===== src/rtl/adpll_ctrl_pkg.sv =====
// adpll_ctrl_pkg: shared state encoding, counter width, default gains and helpers for the ADPLL lock controller
package adpll_ctrl_pkg;
  localparam int CNT_W = 8;
  typedef enum logic [1:0] {IDLE = 2'd0, ACQ = 2'd1, SETTLE = 2'd2, TRACK = 2'd3} state_e;
  localparam logic [4:0] ACQ_ALPHA_DEF = 5'd8;
  localparam logic [4:0] ACQ_BETA_DEF  = 5'd4;
  localparam logic [4:0] TRK_ALPHA_DEF = 5'd2;
  localparam logic [4:0] TRK_BETA_DEF  = 5'd1;
  function automatic logic [CNT_W-1:0] sat_inc(input logic [CNT_W-1:0] v);
    return (&v) ? v : v + 1'b1;
  endfunction
endpackage


===== src/rtl/adpll_lock_ctrl_if.sv =====
// adpll_lock_ctrl_if: control inputs and gain/status outputs of the lock controller
interface adpll_lock_ctrl_if;
  logic       enable;
  logic       clk_ref;
  logic [4:0] err_mag;
  logic [4:0] alpha_var;
  logic [4:0] beta_var;
  logic       locked;
  logic       unlock_pulse;
  logic       acq_timeout;
  logic [1:0] state;
  modport master (
    output enable, clk_ref, err_mag,
    input  alpha_var, beta_var, locked, unlock_pulse, acq_timeout, state
  );
  modport slave (
    input  enable, clk_ref, err_mag,
    output alpha_var, beta_var, locked, unlock_pulse, acq_timeout, state
  );
endinterface


===== src/rtl/ref_edge_sync.sv =====
// ref_edge_sync: synchronizes clk_ref into clk and emits a one-cycle pulse per rising edge
module ref_edge_sync (
  input  logic clk,
  input  logic reset,
  input  logic clk_ref,
  output logic ref_tick
);
  logic [2:0] sync_q;
  always_ff @(posedge clk or posedge reset) begin
    if (reset) sync_q <= '0;
    else       sync_q <= {sync_q[1:0], clk_ref};
  end
  assign ref_tick = sync_q[1] & ~sync_q[2];
endmodule


===== src/rtl/adpll_lock_ctrl.sv =====
// adpll_lock_ctrl: lock qualification FSM scheduling wide acquisition and narrow tracking PI gains
module adpll_lock_ctrl
  import adpll_ctrl_pkg::*;
#(
  parameter logic [4:0]  ACQ_ALPHA     = ACQ_ALPHA_DEF,
  parameter logic [4:0]  ACQ_BETA      = ACQ_BETA_DEF,
  parameter logic [4:0]  TRK_ALPHA     = TRK_ALPHA_DEF,
  parameter logic [4:0]  TRK_BETA      = TRK_BETA_DEF,
  parameter int unsigned LOCK_THRESH   = 2,
  parameter int unsigned LOCK_CNT      = 16,
  parameter int unsigned SETTLE_TICKS  = 8,
  parameter int unsigned UNLOCK_THRESH = 6,
  parameter int unsigned UNLOCK_CNT    = 4,
  parameter int unsigned ACQ_TIMEOUT   = 200
) (
  input logic               clk,
  input logic               reset,
  adpll_lock_ctrl_if.slave  bus
);
  localparam logic [CNT_W-1:0] LOCK_TH_C   = CNT_W'(LOCK_THRESH);
  localparam logic [CNT_W-1:0] LOCK_CNT_C  = CNT_W'(LOCK_CNT);
  localparam logic [CNT_W-1:0] SETTLE_C    = CNT_W'(SETTLE_TICKS);
  localparam logic [CNT_W-1:0] UNLOCK_TH_C = CNT_W'(UNLOCK_THRESH);
  localparam logic [CNT_W-1:0] UNLOCK_C    = CNT_W'(UNLOCK_CNT);
  localparam logic [CNT_W-1:0] ACQ_TO_C    = CNT_W'(ACQ_TIMEOUT);
  state_e           state_q, state_d;
  logic [CNT_W-1:0] good_q, good_d, acq_q, acq_d, settle_q, settle_d, bad_q, bad_d;
  logic [CNT_W-1:0] good_n, acq_n, settle_n, bad_n, err8;
  logic [4:0]       alpha_q, alpha_d, beta_q, beta_d;
  logic             locked_q, locked_d, unlock_q, unlock_d, timeout_q, timeout_d, tick;
  ref_edge_sync u_sync (
    .clk      (clk),
    .reset    (reset),
    .clk_ref  (bus.clk_ref),
    .ref_tick (tick)
  );
  assign err8     = CNT_W'(bus.err_mag);
  assign good_n   = (err8 <= LOCK_TH_C) ? sat_inc(good_q) : '0;
  assign acq_n    = sat_inc(acq_q);
  assign settle_n = sat_inc(settle_q);
  assign bad_n    = (err8 > UNLOCK_TH_C) ? sat_inc(bad_q) : '0;
  always_comb begin
    state_d   = state_q;
    good_d    = good_q;
    acq_d     = acq_q;
    settle_d  = settle_q;
    bad_d     = bad_q;
    timeout_d = timeout_q;
    unlock_d  = 1'b0;
    if (!bus.enable) begin
      state_d   = IDLE;
      good_d    = '0;
      acq_d     = '0;
      settle_d  = '0;
      bad_d     = '0;
      timeout_d = 1'b0;
    end else begin
      case (state_q)
        IDLE: state_d = ACQ;
        ACQ: if (tick) begin
          timeout_d = timeout_q | (acq_n == ACQ_TO_C);
          good_d    = (good_n == LOCK_CNT_C) ? '0 : good_n;
          acq_d     = (good_n == LOCK_CNT_C) ? '0 : acq_n;
          state_d   = (good_n == LOCK_CNT_C) ? SETTLE : ACQ;
        end
        SETTLE: if (tick) begin
          settle_d = (settle_n == SETTLE_C) ? '0 : settle_n;
          state_d  = (settle_n == SETTLE_C) ? TRACK : SETTLE;
        end
        TRACK: if (tick) begin
          bad_d    = (bad_n == UNLOCK_C) ? '0 : bad_n;
          unlock_d = (bad_n == UNLOCK_C);
          state_d  = (bad_n == UNLOCK_C) ? ACQ : TRACK;
        end
        default: state_d = IDLE;
      endcase
    end
  end
  // Outputs follow the next state so they change on the same edge as the state register
  assign alpha_d  = (state_d == ACQ) ? ACQ_ALPHA : (state_d == IDLE) ? 5'd0 : TRK_ALPHA;
  assign beta_d   = (state_d == ACQ) ? ACQ_BETA  : (state_d == IDLE) ? 5'd0 : TRK_BETA;
  assign locked_d = (state_d == TRACK);
  always_ff @(posedge clk or posedge reset) begin
    if (reset) begin
      state_q   <= IDLE;
      good_q    <= '0;
      acq_q     <= '0;
      settle_q  <= '0;
      bad_q     <= '0;
      alpha_q   <= '0;
      beta_q    <= '0;
      locked_q  <= 1'b0;
      unlock_q  <= 1'b0;
      timeout_q <= 1'b0;
    end else begin
      state_q   <= state_d;
      good_q    <= good_d;
      acq_q     <= acq_d;
      settle_q  <= settle_d;
      bad_q     <= bad_d;
      alpha_q   <= alpha_d;
      beta_q    <= beta_d;
      locked_q  <= locked_d;
      unlock_q  <= unlock_d;
      timeout_q <= timeout_d;
    end
  end
  assign bus.alpha_var    = alpha_q;
  assign bus.beta_var     = beta_q;
  assign bus.locked       = locked_q;
  assign bus.unlock_pulse = unlock_q;
  assign bus.acq_timeout  = timeout_q;
  assign bus.state        = state_q;
endmodule


===== src/flat_wrapper.sv =====
// flat-port wrapper written by rule: the top's interface ports become plain ports
module adpll_lock_ctrl_flat import adpll_ctrl_pkg::*;
#(
  parameter logic [4:0]  ACQ_ALPHA     = ACQ_ALPHA_DEF,
  parameter logic [4:0]  ACQ_BETA      = ACQ_BETA_DEF,
  parameter logic [4:0]  TRK_ALPHA     = TRK_ALPHA_DEF,
  parameter logic [4:0]  TRK_BETA      = TRK_BETA_DEF,
  parameter int unsigned LOCK_THRESH   = 2,
  parameter int unsigned LOCK_CNT      = 16,
  parameter int unsigned SETTLE_TICKS  = 8,
  parameter int unsigned UNLOCK_THRESH = 6,
  parameter int unsigned UNLOCK_CNT    = 4,
  parameter int unsigned ACQ_TIMEOUT   = 200
)
  (clk, reset, bus_enable, bus_clk_ref, bus_err_mag, bus_alpha_var, bus_beta_var, bus_locked, bus_unlock_pulse, bus_acq_timeout, bus_state);
  adpll_lock_ctrl_if bus_i ();
  input logic clk;
  input logic reset;
  input wire logic [$bits(bus_i.enable)-1:0] bus_enable;
  input wire logic [$bits(bus_i.clk_ref)-1:0] bus_clk_ref;
  input wire logic [$bits(bus_i.err_mag)-1:0] bus_err_mag;
  output wire logic [$bits(bus_i.alpha_var)-1:0] bus_alpha_var;
  output wire logic [$bits(bus_i.beta_var)-1:0] bus_beta_var;
  output wire logic [$bits(bus_i.locked)-1:0] bus_locked;
  output wire logic [$bits(bus_i.unlock_pulse)-1:0] bus_unlock_pulse;
  output wire logic [$bits(bus_i.acq_timeout)-1:0] bus_acq_timeout;
  output wire logic [$bits(bus_i.state)-1:0] bus_state;
  assign bus_i.enable = bus_enable;
  assign bus_i.clk_ref = bus_clk_ref;
  assign bus_i.err_mag = bus_err_mag;
  assign bus_alpha_var = bus_i.alpha_var;
  assign bus_beta_var = bus_i.beta_var;
  assign bus_locked = bus_i.locked;
  assign bus_unlock_pulse = bus_i.unlock_pulse;
  assign bus_acq_timeout = bus_i.acq_timeout;
  assign bus_state = bus_i.state;
  adpll_lock_ctrl #(.ACQ_ALPHA(ACQ_ALPHA), .ACQ_BETA(ACQ_BETA), .TRK_ALPHA(TRK_ALPHA), .TRK_BETA(TRK_BETA), .LOCK_THRESH(LOCK_THRESH), .LOCK_CNT(LOCK_CNT), .SETTLE_TICKS(SETTLE_TICKS), .UNLOCK_THRESH(UNLOCK_THRESH), .UNLOCK_CNT(UNLOCK_CNT), .ACQ_TIMEOUT(ACQ_TIMEOUT)) u_core (.clk(clk), .reset(reset), .bus(bus_i));
endmodule

===== config.mk =====
export PLATFORM = sky130hd
export DESIGN_NAME = adpll_lock_ctrl_flat
export DESIGN_NICKNAME = d
export VERILOG_FILES = /design/src/rtl/adpll_ctrl_pkg.sv /design/src/rtl/adpll_lock_ctrl_if.sv /design/src/rtl/ref_edge_sync.sv /design/src/rtl/adpll_lock_ctrl.sv /design/src/flat_wrapper.sv
export SDC_FILE = /design/constraint.sdc
export NUM_CORES = 1
export LEC_CHECK = 0
export CAP_MARGIN = 5
export CORE_ASPECT_RATIO = 0.75
export CORE_MARGIN = 1.5
export CORE_UTILIZATION = 58
export DETAILED_ROUTE_END_ITERATION = 7
export HOLD_SLACK_MARGIN = 0.03
export PLACE_DENSITY = 0.8
export SLEW_MARGIN = 20
export SYNTH_ARGS = -nofsm -noshare
export SYNTH_HDL_FRONTEND = slang
export SYNTH_SLANG_ARGS = --single-unit
export TNS_END_PERCENT = 1

===== constraint.sdc =====
create_clock -name clk -period 2.4 [get_ports clk]
set_input_delay 0.6 -clock clk [delete_from_list [all_inputs] [get_ports clk]]
set_output_delay 0.6 -clock clk [all_outputs]
set_load 0.05 [all_outputs]

==> results.py <==
metrics = {
    "sta": {
        "finalCriticalPeriod_ns": 2.267,
        "maxSlewHeadroom_pct": 62.88,
        "setup_slack_ns": 0.1331,
        "rsz0062_at_grt": "no",
        "setup_viol": 0,
        "fin_crit_sh_pct": 94.45,
        "max_freq_mhz": 441.1,
        "tns_ns": 0,
        "report.final.hold_viol_count": 0,
        "tightest_slew_ns": 0.5493,
        "slew_viol_final": 0,
        "finClkSkew_ns": 0.007890,
    },
    "pwr": {
        "leakage_nw": 1.172,
        "power_w": 0.001496,
        "irDropWorstVdd_uv": 357.4,
        "p_per_area_nw_per_um2": 495.3,
    },
    "worst_setup_path": {
        "start_kind": "register",
        "rr_startpoint": "u_core.good_q[1]",
        "slowest_stage": "clkdlybuf4s50_1",
        "crit_path_end": "bus_alpha_var[1]",
        "required_ns": 1.80,
        "crit_chain": "clkdlybuf4s50_1",
        "path_class": "register to output port",
        "crit_cells": 1,
        "worst_ep_arrival_time_ns": 1.67,
        "path_buf_inv": 1,
        "slowest_delay_ns": 0.86,
        "cp-startpoint": "u_core.bus.beta_var[0]",
        "rr_worst_depth": 7,
        "r2r-end": "u_core.bus.beta_var[0]",
        "rrSetupSlack_ns": 0.27,
        "cp_max_fo": 9,
        "critical_path.top_delay_family": "buffers and inverters",
        "critPathCaptureType": "output port",
    },
    "yosys": {
        "synth_edf_count": 0,
        "synth_area_leader_cell": "dfrtp_1",
        "ys_top_cells_by_count": "41 x dfrtp_1, 27 x nand2_1, 24 x nand3_1, 24 x nor2_1, 22 x a21oi_1",
        "yosysSeqAreaShare_pct": 37.70,
        "async_reset_ff_share_pct": 100.0,
        "synth_top_area_share_pct": 37.70,
        "syn_inst": 315,
        "syn-cell-area_um2": 2721,
        "synth_seq_cells": 41,
        "synth_most_common_cell": "dfrtp_1",
        "ys_types": 63,
        "synth_warnings": 0,
        "syn_avg_cell_area_um2": 8.639,
        "synthFlopType": "dfrtp_1",
        "synthTopCellsByArea": "dfrtp_1 38%, nand3_1 4.4%, a21oi_1 4.0%, nand2_1 3.7%, buf_4 3.6%",
    },
    "placed_design": {
        "place_ws_ns": 0.07290,
        "place.gp.congestion": 0.9237,
        "io_buffers": 17,
        "dp_hpwl_um": 4267,
    },
    "global_route": {
        "grt_pass1_wl_um": 10640,
        "grt_pass1_vias": 2265,
        "grt_max_degree": 34,
        "antenna_found_initial": 0,
        "grt_usage_pct": 26.27,
        "gr-total-overflow": 0,
    },
    "drt": {
        "antenna_left": 0,
        "viasPerCell": 6.584,
        "wl_um": 6198,
        "num_vias": 2515,
        "remaining_drc_errors": 0,
        "wl_per_cell_um": 16.23,
        "drt_first_iter_violations": 163,
        "dr.pass1.iters": 5,
    },
    "min_path": {
        "hp-class": "register to register",
    },
    "cts": {
        "clkSlewWorstSetupHoldPaths_ns": 0.09,
        "clk-insertion-delay-late_ns": 0.30,
        "numClockSinks": 41,
        "clockBufferDepth": 2,
        "post_cts_buffers": 0,
        "cts_hold_buf": 0,
        "cts_buffers": 5,
        "root_buffer": "clkbuf_8",
        "htree_levels": 2,
        "postCtsResizedCells": 0,
        "cts_tree": "done",
    },
    "finish": {
        "syn_to_final_growth_pct": 10.99,
        "finalNetCount": 337,
        "diodes": 0,
        "final_layout_size_suffix_gt1_share_pct": 8.615,
    },
    "floorplan": {
        "ios": 24,
        "core_area_um2": 4493,
        "start_util_pct": 60.57,
        "fp.dieH_um": 62.32,
        "die_w_um": 82.10,
        "fp.dieArea_um2": 5116,
        "std_cell_rows": 21,
    },
    "outcome": {
        "status": "finished, final reports clean",
    },
    "job": {
        "drv_cap": 0,
    },
}
[metal layers]
layer  part of all wire (%)  global-route usage, %  up-vias
met5                      0                      0        -
met4                   0.94                  6.568        0
met3                    6.2                  4.559       13
met2                     46                  38.63      103
met1                     47                  39.85     1208
li1                       -                      -     1191
[report_power, final]
| group | switching (W) | internal (W) | leakage (nW) |
|---|---|---|---|
| Clock | 0.000257 | 0.000414 | 0.0681 |
| Sequential | 0.00000753 | 0.000696 | 0.561 |
| Combinational | 0.0000836 | 0.0000379 | 0.543 |
[layout make-up]
class	instances	area, um^2
tap	57	71.32
multi-input combinational	243	1509
sequential	41	1026
clock inverter	3	65.06
inverter	6	22.52
fill	361	1473
timing repair buffer	27	257.7
clock buffer	5	68.82
[registers in the layout (all words and copies together) (netlist names)]
name / cells
u_core.bus.state: 1
u_core.bad_q: 8
u_core.bus.unlock_pulse: 1
u_core.bus.acq_timeout: 1
u_core.bus.beta_var: 2
u_core.acq_q: 8
u_core.bus.locked: 1
u_core.good_q: 8
u_core.settle_q: 8
u_core.u_sync.sync_q: 3
[cells in the final DEF, fill, tap and decap left out, types with 3 or more instances in the layout]
cell type	n
a211oi_1	4
dfrtp_1	41
nor2_1	24
clkbuf_8	5
a31oi_1	8
o31ai_1	4
a21oi_1	22
o21ai_0	17
clkdlybuf4s50_1	17
nand4b_1	3
nand4_1	9
and2_1	4
nand3_1	24
nor3_1	11
conb_1	6
inv_1	6
o211ai_1	4
o21bai_1	3
ha_1	4
mux2i_1	3
buf_4	9
xor2_1	5
and3_1	6
nor4_1	3
and4_1	4
nand2b_1	3
nand2_1	27
[per-stage QoR]
stage	area [um^2]	hold WS, ns	utilization (%)	instances
floorplan	2740	0.3312	-	320
global placement	2887	0.3668	64.24	374
detailed placement	2887	0.3683	64.24	374
CTS	3020	0.3868	67.22	382
global route	3020	0.3996	67.22	382
finish	3020	0.3922	67.22	382
[worst min-delay path by stage]
stage / startpoint / end / slack, ns / cells past startpoint
floorplan: u_core.u_sync.sync_q[0] / u_core.u_sync.sync_q[1] / 0.33 / 0
global route: u_core.u_sync.sync_q[0] / u_core.u_sync.sync_q[1] / 0.40 / 0
finish: u_core.u_sync.sync_q[0] / u_core.u_sync.sync_q[1] / 0.39 / 0
CTS: u_core.u_sync.sync_q[0] / u_core.u_sync.sync_q[1] / 0.39 / 0
detailed placement: u_core.u_sync.sync_q[0] / u_core.u_sync.sync_q[1] / 0.37 / 0
global placement: u_core.u_sync.sync_q[0] / u_core.u_sync.sync_q[1] / 0.37 / 0
[cells by family after synthesis]
group | count (synthesis) | synth area share (%)
AO/OA/AOI/OAI | 89 | 22.48
XOR/XNOR | 7 | 2.253
adder cells (fa/ha/maj) | 4 | 1.839
buffers and inverters | 36 | 7.540
flip-flops | 41 | 37.70
multiplexers | 3 | 1.103
other | 1 | 0.1378
AND/OR/NAND/NOR | 134 | 26.94
Note: power is estimated with default switching activity, not from simulation.
